### src/rtl/tile_reset_sequencer.sv
// Tile reset sequencer: power-on wake-up delay, staggered per-domain reset release,
// and soft-reset handling with a bounded drain wait.
module tile_reset_sequencer #(
    parameter int NumDomains     = 3,
    parameter int WakeUpCycles   = 32768,
    parameter int StaggerCycles  = 4,
    parameter int HoldCycles     = 16,
    parameter int QuiesceTimeout = 1024
) (
    input  logic                  clk_i,
    input  logic                  rst_ni,
    input  logic                  soft_rst_req_i,
    input  logic                  idle_i,
    output logic [NumDomains-1:0] domain_rstn_o,
    output logic                  grst_l_o,
    output logic                  soft_rst_ack_o,
    output logic                  timeout_o
);

    localparam int MaxWs  = (WakeUpCycles > StaggerCycles) ? WakeUpCycles : StaggerCycles;
    localparam int MaxHq  = (HoldCycles > QuiesceTimeout) ? HoldCycles : QuiesceTimeout;
    localparam int MaxAll = (MaxWs > MaxHq) ? MaxWs : MaxHq;
    localparam int CntW   = (MaxAll > 1) ? $clog2(MaxAll) : 1;
    localparam int IdxW   = (NumDomains > 1) ? $clog2(NumDomains) : 1;

    localparam logic [CntW-1:0]       WakeLast    = CntW'(WakeUpCycles - 1);
    localparam logic [CntW-1:0]       StaggerLast = CntW'(StaggerCycles - 1);
    localparam logic [CntW-1:0]       HoldLast    = CntW'(HoldCycles - 1);
    localparam logic [CntW-1:0]       QuiesceLast = CntW'(QuiesceTimeout - 1);
    localparam logic [IdxW-1:0]       IdxLast     = IdxW'(NumDomains - 1);
    localparam logic [NumDomains-1:0] DomFirst    = NumDomains'(1);

    typedef enum logic [2:0] {
        ST_WAKEUP  = 3'd0,
        ST_RELEASE = 3'd1,
        ST_RUN     = 3'd2,
        ST_DRAIN   = 3'd3,
        ST_ASSERT  = 3'd4
    } state_t;

    // A single domain has nothing to stagger, so releasing it lands straight in RUN.
    localparam state_t StFirst = (NumDomains == 1) ? ST_RUN : ST_RELEASE;

    state_t                  r_state;
    state_t                  w_state_nxt;
    logic [CntW-1:0]         r_cnt;
    logic [CntW-1:0]         w_cnt_nxt;
    logic [IdxW-1:0]         r_idx;
    logic [IdxW-1:0]         w_idx_nxt;
    logic [IdxW-1:0]         w_idx_inc;
    logic [NumDomains-1:0]   r_dom;
    logic [NumDomains-1:0]   w_dom_nxt;
    logic                    r_grst;
    logic                    r_ack;
    logic                    w_ack_nxt;
    logic                    r_to;
    logic                    w_to_nxt;
    logic                    r_soft;
    logic                    w_soft_nxt;

    assign w_idx_inc = r_idx + IdxW'(1);

    // Next-state, counter, domain-index and output-next logic.
    always_comb begin
        w_state_nxt = r_state;
        w_cnt_nxt   = r_cnt;
        w_idx_nxt   = r_idx;
        w_dom_nxt   = r_dom;
        w_ack_nxt   = 1'b0;
        w_to_nxt    = r_to;
        w_soft_nxt  = r_soft;
        case (r_state)
            ST_WAKEUP: begin
                // The wake-up count starts only once the global reset copy is out of reset.
                if (r_grst) begin
                    if (r_cnt == WakeLast) begin
                        w_state_nxt = StFirst;
                        w_cnt_nxt   = '0;
                        w_idx_nxt   = '0;
                        w_dom_nxt   = DomFirst;
                        if (NumDomains == 1) begin
                            w_ack_nxt  = r_soft;
                            w_soft_nxt = 1'b0;
                        end else begin
                            w_soft_nxt = r_soft;
                        end
                    end else begin
                        w_cnt_nxt = r_cnt + CntW'(1);
                    end
                end else begin
                    w_cnt_nxt = r_cnt;
                end
            end
            ST_RELEASE: begin
                if (r_cnt == StaggerLast) begin
                    w_cnt_nxt = '0;
                    w_idx_nxt = w_idx_inc;
                    w_dom_nxt = r_dom | (DomFirst << w_idx_inc);
                    if (w_idx_inc == IdxLast) begin
                        w_state_nxt = ST_RUN;
                        w_ack_nxt   = r_soft;
                        w_soft_nxt  = 1'b0;
                    end else begin
                        w_state_nxt = ST_RELEASE;
                    end
                end else begin
                    w_cnt_nxt = r_cnt + CntW'(1);
                end
            end
            ST_RUN: begin
                if (soft_rst_req_i) begin
                    w_state_nxt = ST_DRAIN;
                    w_cnt_nxt   = '0;
                    w_soft_nxt  = 1'b1;
                end else begin
                    w_state_nxt = ST_RUN;
                end
            end
            ST_DRAIN: begin
                // Idle takes priority over a timeout landing on the same edge.
                if (idle_i) begin
                    w_state_nxt = ST_ASSERT;
                    w_cnt_nxt   = '0;
                    w_dom_nxt   = '0;
                end else if (r_cnt == QuiesceLast) begin
                    w_state_nxt = ST_ASSERT;
                    w_cnt_nxt   = '0;
                    w_dom_nxt   = '0;
                    w_to_nxt    = 1'b1;
                end else begin
                    w_cnt_nxt = r_cnt + CntW'(1);
                end
            end
            ST_ASSERT: begin
                if (r_cnt == HoldLast) begin
                    w_state_nxt = StFirst;
                    w_cnt_nxt   = '0;
                    w_idx_nxt   = '0;
                    w_dom_nxt   = DomFirst;
                    if (NumDomains == 1) begin
                        w_ack_nxt  = r_soft;
                        w_soft_nxt = 1'b0;
                    end else begin
                        w_soft_nxt = r_soft;
                    end
                end else begin
                    w_cnt_nxt = r_cnt + CntW'(1);
                end
            end
            default: begin
                w_state_nxt = ST_WAKEUP;
                w_cnt_nxt   = '0;
                w_idx_nxt   = '0;
                w_dom_nxt   = '0;
                w_soft_nxt  = 1'b0;
            end
        endcase
    end

    // State, counter and registered outputs; everything clears while rst_ni is low.
    always_ff @(posedge clk_i or negedge rst_ni) begin
        if (!rst_ni) begin
            r_state <= ST_WAKEUP;
            r_cnt   <= '0;
            r_idx   <= '0;
            r_dom   <= '0;
            r_grst  <= 1'b0;
            r_ack   <= 1'b0;
            r_to    <= 1'b0;
            r_soft  <= 1'b0;
        end else begin
            r_state <= w_state_nxt;
            r_cnt   <= w_cnt_nxt;
            r_idx   <= w_idx_nxt;
            r_dom   <= w_dom_nxt;
            r_grst  <= 1'b1;
            r_ack   <= w_ack_nxt;
            r_to    <= w_to_nxt;
            r_soft  <= w_soft_nxt;
        end
    end

    assign domain_rstn_o  = r_dom;
    assign grst_l_o       = r_grst;
    assign soft_rst_ack_o = r_ack;
    assign timeout_o      = r_to;

endmodule

### config.mk
export PLATFORM = sky130hd
export DESIGN_NAME = tile_reset_sequencer
export DESIGN_NICKNAME = d
export VERILOG_FILES = /design/src/rtl/tile_reset_sequencer.sv
export SDC_FILE = /design/constraint.sdc
export NUM_CORES = 1
export LEC_CHECK = 0
export CAP_MARGIN = 30
export CORE_UTILIZATION = 34
export CTS_CLUSTER_DIAMETER = 40
export CTS_CLUSTER_SIZE = 14
export DETAILED_ROUTE_END_ITERATION = 8
export PLACE_DENSITY = 0.52
export SETUP_SLACK_MARGIN = 0.2
export SYNTH_ARGS = -nofsm -noshare
export SYNTH_HDL_FRONTEND = slang
export SYNTH_SLANG_ARGS = --single-unit
### constraint.sdc
create_clock -name clk_i -period 4.05 [get_ports clk_i]
set_input_delay 1.215 -clock clk_i [delete_from_list [all_inputs] [get_ports clk_i]]
set_output_delay 1.215 -clock clk_i [all_outputs]
set_load 0.02 [all_outputs]
After elaboration in Yosys (flattened, before gate mapping)
Index checks and enable logic that the tools add are counted.

storage, ports and cells
  register bits = 27
  bits in latches = 0
  bits in writable memories = 0
  memory bits (read-only) = 0
  input port bits = 4
  logic and storage cells = 74
  memories = 0

operators by class
  add/subtract/negate cells = 2
  $mul = 0
  divide/modulo/power cells = 0
  order comparisons = 0
  eq/ne operators = 16
  shifts and indexed selects = 1
  muxes and demuxes = 33
  bitwise gates (word level) = 5
  reductions and logical operators = 9

operators with widths
  operator               number
  $mux 15                7
  $pmux 15 s5            1
  $pmux 3 s5             2
  $mux 3                 9
  $add 15x1->15 const B  1
  $eq 15x10->1 const B   1
  $eq 15x15->1 const B   1
  $eq 15x2->1 const B    1
  $eq 15x4->1 const B    1
  $ne 2x2->1 const B     6
  $mux 2                 5
  $reduce_and 5->1       2
  $pmux 2 s4             1
  $mux 1                 7
  $eq 3x2->1 const B     2
  $reduce_and 6->1       1
  $not 1->1              4
  $reduce_and 4->1       1
  $eq 3x1->1 const B     1
  $eq 3x3->1 const B     1
  $logic_not 3->1        1
  $ne 3x3->1 const B     1
  $or 3x3->3             1
  $pmux 1 s3             1
  7 further kinds        7

Logic depth before layout (Yosys ltp)
Gate-level depths: netlist (run 1).

  depth in word-level cells = 5
  depth in mapped cells = 7

Worst setup path before layout (run 1)
No wires, ideal clock.

  path type = input to register
  start point = input port idle_i
  end point = register r_state[0]
  library setup time = 0.125 ns
  arrival time = 2.324 ns
  path slack = 1.601 ns
  stages = 4
  buffers on the path = 0
  cells stage by stage = or3_2 o22ai_4 nor2_4 mux2_4

between the ends
  cells in the longest elaborated chain, start to end = 2
  elaborated cells between the ends (all ways) = 4
  those cells by class = eq/ne (1); mux (2); reduce/logical (1)

RTL lines
  what                                                             RTL line  RTL
  start: declaration                                               13        input logic idle_i,
  $ne 3x3->1 (no source line) or $mux 3 (tied branches)            -
  $reduce_and 5->1 (no source line) or $pmux 3 s5 (tied branches)  -
  end signal: assignment                                           172       r_state <= w_state_nxt;
  end: declaration                                                 44        state_t r_state;

Parallel ways exist; a longest one is shown, timed or not.
A chain may end at the register's enable or synchronous reset.

Final worst setup path (run 1)
  start point = input port soft_rst_req_i
  end point = register r_cnt[11]

between the ends
  cells in the longest elaborated chain, start to end = 2

RTL lines
  what                               RTL line  RTL
  start: declaration                 12        input logic soft_rst_req_i,
  $ne 2x2->1 (no source line)        -
  $reduce_and 2->1 (no source line)  -
  end signal: assignment             173       r_cnt <= w_cnt_nxt;
  end: declaration                   46        logic [CntW-1:0] r_cnt;

No other way between the ends.

==> results of run 1 <==
## path summary, 6_finish.rpt
path                                       endpoint  slack (ps)  cells past startpoint
setup reg to reg               r_cnt[8]$_DFFE_PN0P_        1770                      6
setup / recovery              r_cnt[11]$_DFFE_PN0P_        1280                      6
hold / removal                timeout_o$_DFFE_PN0P_         470                      1
max in group asynchronous    r_state[1]$_DFFE_PN0P_        2480                      2
min in group asynchronous  soft_rst_ack_o$_DFF_PN0_        1310                      2
hold reg to reg               timeout_o$_DFFE_PN0P_         470                      1
## kinds of logic (layout without fill, tap and decap cells)
logic type	after synthesis	count (layout)	share of synthesized area (%)
AO/OA/AOI/OAI	41	41	18.99
other	1	1	0.2189
buffers and inverters	11	18	5.405
flip-flops	27	27	39.44
adder cells (fa/ha/maj)	4	4	2.922
AND/OR/NAND/NOR	87	87	27.39
multiplexers	3	3	2.045
XOR/XNOR	7	7	3.579
## Yosys cell counts, types with 3 or more instances
cell type  count  area share, %
a21oi_1        4            1.2
and3_1         5            1.8
clkbuf_8       4            3.2
dfrtp_1       27             39
ha_1           4            2.9
inv_1          4           0.88
nand2_1       26            5.7
nand2b_1       3            1.1
nand3_1        6            1.8
nand4_1        5            1.8
nor2_1        15            3.3
nor2b_1        3            1.1
nor3_1         8            2.3
o211ai_1       7            3.1
o21a_1         3            1.3
o21ai_0       10            2.9
xor2_1         6            3.1
## per-stage QoR
step / area (sq um) / hold slack (ps) / cells / setup slack [ps]
2_1_floorplan: 1713 / 476.1 / 181 / 1601
3_3_place_gp: 1817 / 450.1 / 251 / 1024
3_5_place_dp: 1817 / 456.0 / 251 / 1008
4_1_cts: 1862 / 483.4 / 255 / 1268
5_1_grt: 1862 / 501.9 / 255 / 1162
6_report: 1862 / 474.3 / 255 / 1276
## report_power, final
group | switching (uW) | internal (uW) | total, uW
clock network | 86.7 | 70.7 | 157
logic | 64.9 | 51.6 | 117
registers | 57.6 | 302 | 360
total | 209 | 425 | 634
## per-layer routing
metal	wire, microns	global-route usage [%]
met1	1841	21.55
met2	1608	23.87
met3	122	1.657
met4	61	5.882
met5	0	0
## final cells by class
type	count	area share (%)
Clock buffer	4	2.419
Inverter	4	0.8064
Multi-Input combinational cell	143	50.74
Sequential cell	27	36.29
Tap cell	67	4.503
Timing Repair Buffer	10	5.242
## flip-flops by register name (all words and copies together), names as in the netlist
| signal | flops |
|---|---|
| domain_rstn_o | 3 |
| grst_l_o | 1 |
| r_cnt | 15 |
| r_idx | 2 |
| r_soft | 1 |
| r_state | 3 |
| soft_rst_ack_o | 1 |
| timeout_o | 1 |
==> results.yml, run 1 <==
routing:
  vias: 1391
  drtPass1Iterations: 4
  wl_per_cell_microns: 14.25
  ant_nets: 0
  drt_first_iter_violations: 72
  drc: 0
  wl_microns: 3633
  routed_via_density: 5.455
finish:
  multi_input_area_sq_um: 944.7
  nFillCells: 472
  final_cell_mix: "dfrtp_1 (27), nand2_1 (26), nor2_1 (15)"
  post-route-util_pct: 38.90
  final_common_cell: "dfrtp_1"
  register_area_sq_um: 675.6
  drive_gt1_share_pct: 11.17
  syn2layout_area_growth_pct: 8.693
  diodes: 0
  fin_nets: 197
cts:
  clkSinkCount: 27
  cts_made_buffers: 3
  worstSkewPairLatency_ps: 280
  ctsHoldBuffers: 0
  tritoncts: "built"
  cts_setup_buffers: 0
  postCtsResizedCells: 0
  cts_root_buf: "clkbuf_8"
  cts_buffer_depth: 2
  cts.htree.levels: 1
  clk_pin_slew_worst_paths_ps: 90
critical_path:
  crit_start: "soft_rst_req_i"
  crit_type: "in -> reg"
  critPathSlowestCell: "clkdlybuf4s50_1"
  path_max_fanout: 4
  startpoint_type: "input port"
  critical_path_required_ps: 4250
  slowest_delay_ps: 490
  timing.critical_path.cells: "clkdlybuf4s50_1, nand2_1, a311oi_2, nand4_1, or3_1, a21oi_1"
  crit_buf_inv: 1
  cp-end-kind: "flip-flop"
  worstReg2RegStart: "r_cnt[0]$_DFFE_PN0P_"
  cp.arrival_ps: 2980
  critPathTopFamily: "simple AND/OR/NAND/NOR gates"
sta:
  period_share_pct: 68.50
  hold_viol: 0
  setup_viol: 0
  min_period_ps: 2774
  slew_viol_final: 0
  rsz0062_at_grt: "no"
  relSlewSlack_pct: 64.59
  fmax_mhz: 360.5
  tns_ps: 0
  skew_ps: 5.762
  worst_pin_slew_ps: 531.1
floorplan:
  die_y_microns: 72.98
  die_area_sq_um: 5326
  die_x_microns: 72.98
  io_pins: 10
  coreArea_sq_um: 4786
  start_util_pct: 35.79
  rows: 25
min_path:
  min_from: "timeout_o$_DFFE_PN0P_"
  min_path_type: "reg -> reg"
global_routing:
  grt_pass1_wl_microns: 6251
  grt_start_max_net_pins: 28
  grt-ovfl-total: 0
  grt_pass1_vias: 1290
  grt_antenna_before_repair: 0
  grt_use_total_pct: 15.24
synth:
  syn-num-nets: 189
  ys_ff_latch: 27
  ys_warn_count: 0
  synth_flop_cell: "dfrtp_1"
  avgSynthCellArea_sq_um: 9.463
  syn_inst: 181
  ys_seq_area_share_pct: 39.44
  synth_cell_types: 50
  synth_async_sr_flop_share_pct: 100.0
  synth_edf_count: 0
  netlist_area_sq_um: 1713
placed_design:
  gp_congestion: 0.8294
  port-buffer-count: 9
  dp_hpwl_microns: 2618
power_and_ir_drop:
  leakage_uw: 0.0007709
  ir_drop_mv: 0.1686
  power_density_nw_per_um2: 340.5
  power_uw: 634.0
outcome:
  status: "completed"
job:
  max_cap_viol_count: 0
Note: power is estimated with default switching activity, not from simulation.
==> run 2, diff against run 1 <==
--- a/config.mk
+++ b/config.mk
@@ -10,7 +10,7 @@
 export CTS_CLUSTER_DIAMETER = 40
 export CTS_CLUSTER_SIZE = 14
 export DETAILED_ROUTE_END_ITERATION = 8
-export PLACE_DENSITY = 0.52
+export PLACE_DENSITY = 0.54
 export SETUP_SLACK_MARGIN = 0.2
 export SYNTH_ARGS = -nofsm -noshare
 export SYNTH_HDL_FRONTEND = slang
==> constraint.sdc (replaced) <==
create_clock -name clk_i -period 2.55 [get_ports clk_i]
set_input_delay 0.765 -clock clk_i [delete_from_list [all_inputs] [get_ports clk_i]]
set_output_delay 0.765 -clock clk_i [all_outputs]
set_load 0.02 [all_outputs]
==> run 2 against run 1 <==
  * Register-to-register slack got worse by 1500 ps
  * Final area rose by 4.1%
  * Hold slack got worse by 1.4 ps
  * Combinational power rose by 67%
  * Sequential power rose by 59%
  * Clock skew fell by 3.5 ps
  * Via count fell by 1.4%
  * Critical path type is now reg -> reg
==> results.yml, run 2 (synthesized netlist as in run 1, its figures left out) <==
outcome:
  status: "completed"
finish:
  regMostFlops: "r_cnt"
  drive_gt1_share_pct: 16.16
  nFillCells: 473
  post-route-util_pct: 40.50
  final_common_cell: "dfrtp_1"
  fin_cells: 265
  largest_register_ff_count: 15
  syn2layout_area_growth_pct: 13.15
  diodes: 0
  final_cell_mix: "dfrtp_1 (27), nand2_1 (26), nor2_1 (15)"
  fin_nets: 207
sta:
  hold_viol: 0
  skew_ps: 2.270
  fmax_mhz: 448.0
  tns_ps: 0
  setup_viol: 0
  period_share_pct: 87.54
  hold_slack_ps: 472.8
  min_period_ps: 2232
  rsz0062_at_grt: "no"
  slew_viol_final: 0
critical_path:
  crit_type: "reg -> reg"
  path_max_fanout: 6
  startpoint_type: "flip-flop"
  rrSetupSlack_ps: 320
  reg2reg_to: "r_state[0]$_DFFE_PN0P_"
  crit_start: "r_cnt[10]$_DFFE_PN0P_"
  worstReg2RegStart: "r_cnt[10]$_DFFE_PN0P_"
  cp.arrival_ps: 2390
  timing.critical_path.cells: "or4_4, nor4_4, o22ai_4, nor2_4, mux2_4"
  critical_path_required_ps: 2710
  critPathSlowestCell: "or4_4"
  slowest_delay_ps: 550
  r2r_cells: 5
  cp-end-kind: "flip-flop"
power_and_ir_drop:
  p_sw_share_pct: 32.55
  comb_power_share_pct: 19.3
  p_seq_share_pct: 56.8
  power_density_nw_per_um2: 520.4
  leakage_uw: 0.0008219
  clkPwrFrac_pct: 23.9
  p_switching_uw: 328.4
  ir_drop_mv: 0.1902
  p_int_uw: 680.3
routing:
  wl_per_cell_microns: 14.36
  wl_microns: 3805
  vias: 1371
  drt_first_iter_violations: 79
  drc: 0
  ant_nets: 0
  routed_via_density: 5.174
  drtPass1Iterations: 4
floorplan:
  io_pins: 10
  die_y_microns: 72.98
  die_x_microns: 72.98
  die_area_sq_um: 5326
  rows: 25
  start_util_pct: 35.79
  coreArea_sq_um: 4786
cts:
  cts_root_buf: "clkbuf_8"
  cts.htree.levels: 1
  tritoncts: "built"
  clk_pin_slew_worst_paths_ps: 90
  cts_buffer_depth: 2
  worstSkewPairLatency_ps: 270
  cts_made_buffers: 3
  clkSinkCount: 27
  cts_setup_buffers: 0
min_path:
  min_delay_worst_endpoint: "timeout_o$_DFFE_PN0P_"
  min_path_type: "reg -> reg"
  min_path_cells: 1
  min_from: "timeout_o$_DFFE_PN0P_"
global_routing:
  grt_pass1_vias: 1396
  grt_start_max_net_pins: 28
  grt_use_total_pct: 16.15
  grt-ovfl-total: 0
  grt_pass1_wl_microns: 6713
  grt_antenna_before_repair: 0
placed_design:
  dp_hpwl_microns: 2775
  port-buffer-count: 9
  gp_congestion: 0.8424
  placed_cells: 261
job:
  max_cap_viol_count: 0
==> run 2: cell count changes in the layout (fill, tap and decap cells not counted) <==
cell,previous run,this run
o21a_2,0,1
o21a_1,3,2
buf_4,1,11
==> run 2: cell type report <==
cell class,instances,area [sq um],share of cell area [%]
Tap cell,67,83.83,4.325
Clock buffer,4,45.04,2.324
Timing Repair Buffer,20,172.7,8.909
Inverter,4,15.01,0.7747
Sequential cell,27,675.6,34.86
Multi-Input combinational cell,143,945.9,48.81
==> run 2: worst max-delay path by stage <==
stage          cells past startpoint                            to  slack, ps
5_1_grt                            6  domain_rstn_o[2]$_DFFE_PN0P_        240
6_report                           5        r_state[0]$_DFFE_PN0P_        320
4_1_cts                            5         r_cnt[12]$_DFFE_PN0P_        320
2_1_floorplan                      5        r_state[0]$_DFFE_PN0P_        510
3_5_place_dp                       5          r_cnt[6]$_DFFE_PN0P_         20
3_3_place_gp                       5         r_cnt[12]$_DFFE_PN0P_         50
==> run 2: metrics by stage <==
| step | area [sq um] | setup slack, ps | power, uW |
|---|---|---|---|
| 3_3_place_gp | 1892 | 52.33 | 764.1 |
| 4_1_cts | 1937 | 316.7 | 1016 |
| 6_report | 1938 | 317.8 | 1009 |
| 2_1_floorplan | 1713 | 509.9 | 720.6 |
| 5_1_grt | 1938 | 239.3 | 1074 |
| 3_5_place_dp | 1892 | 23.52 | 772.3 |
==> run 2: timing repair <==
action,CTS,global route
hold buffers,0,0
resized for setup,0,1
setup endpoints to repair,0,1
==> run 2: critical path, delay by kind of cell, from the launching register on <==
family,cells,cell delay [ps]
AO/OA/AOI/OAI,1,180
flip-flops,1,450
multiplexers,1,320
AND/OR/NAND/NOR,3,1170
==> run 2: power by group through the flow <==
stage | sequential (uW) | clock (uW) | combinational [uW]
finish | 573 | 241 | 195
CTS | 569 | 251 | 196
floorplan | 537 | 0 | 184
global route | 584 | 268 | 223
detailed placement | 575 | 0 | 197
global placement | 574 | 0 | 190
==> run 2: per-layer routing <==
layer / vias up / global-route usage [%] / part of all wire, %
met4: 0 / 4.793 / 0.71
met1: 662 / 22.62 / 50
li1: 690 / - / -
met5: - / 0 / 0
met3: 2 / 2.486 / 1.9
met2: 17 / 25.72 / 48
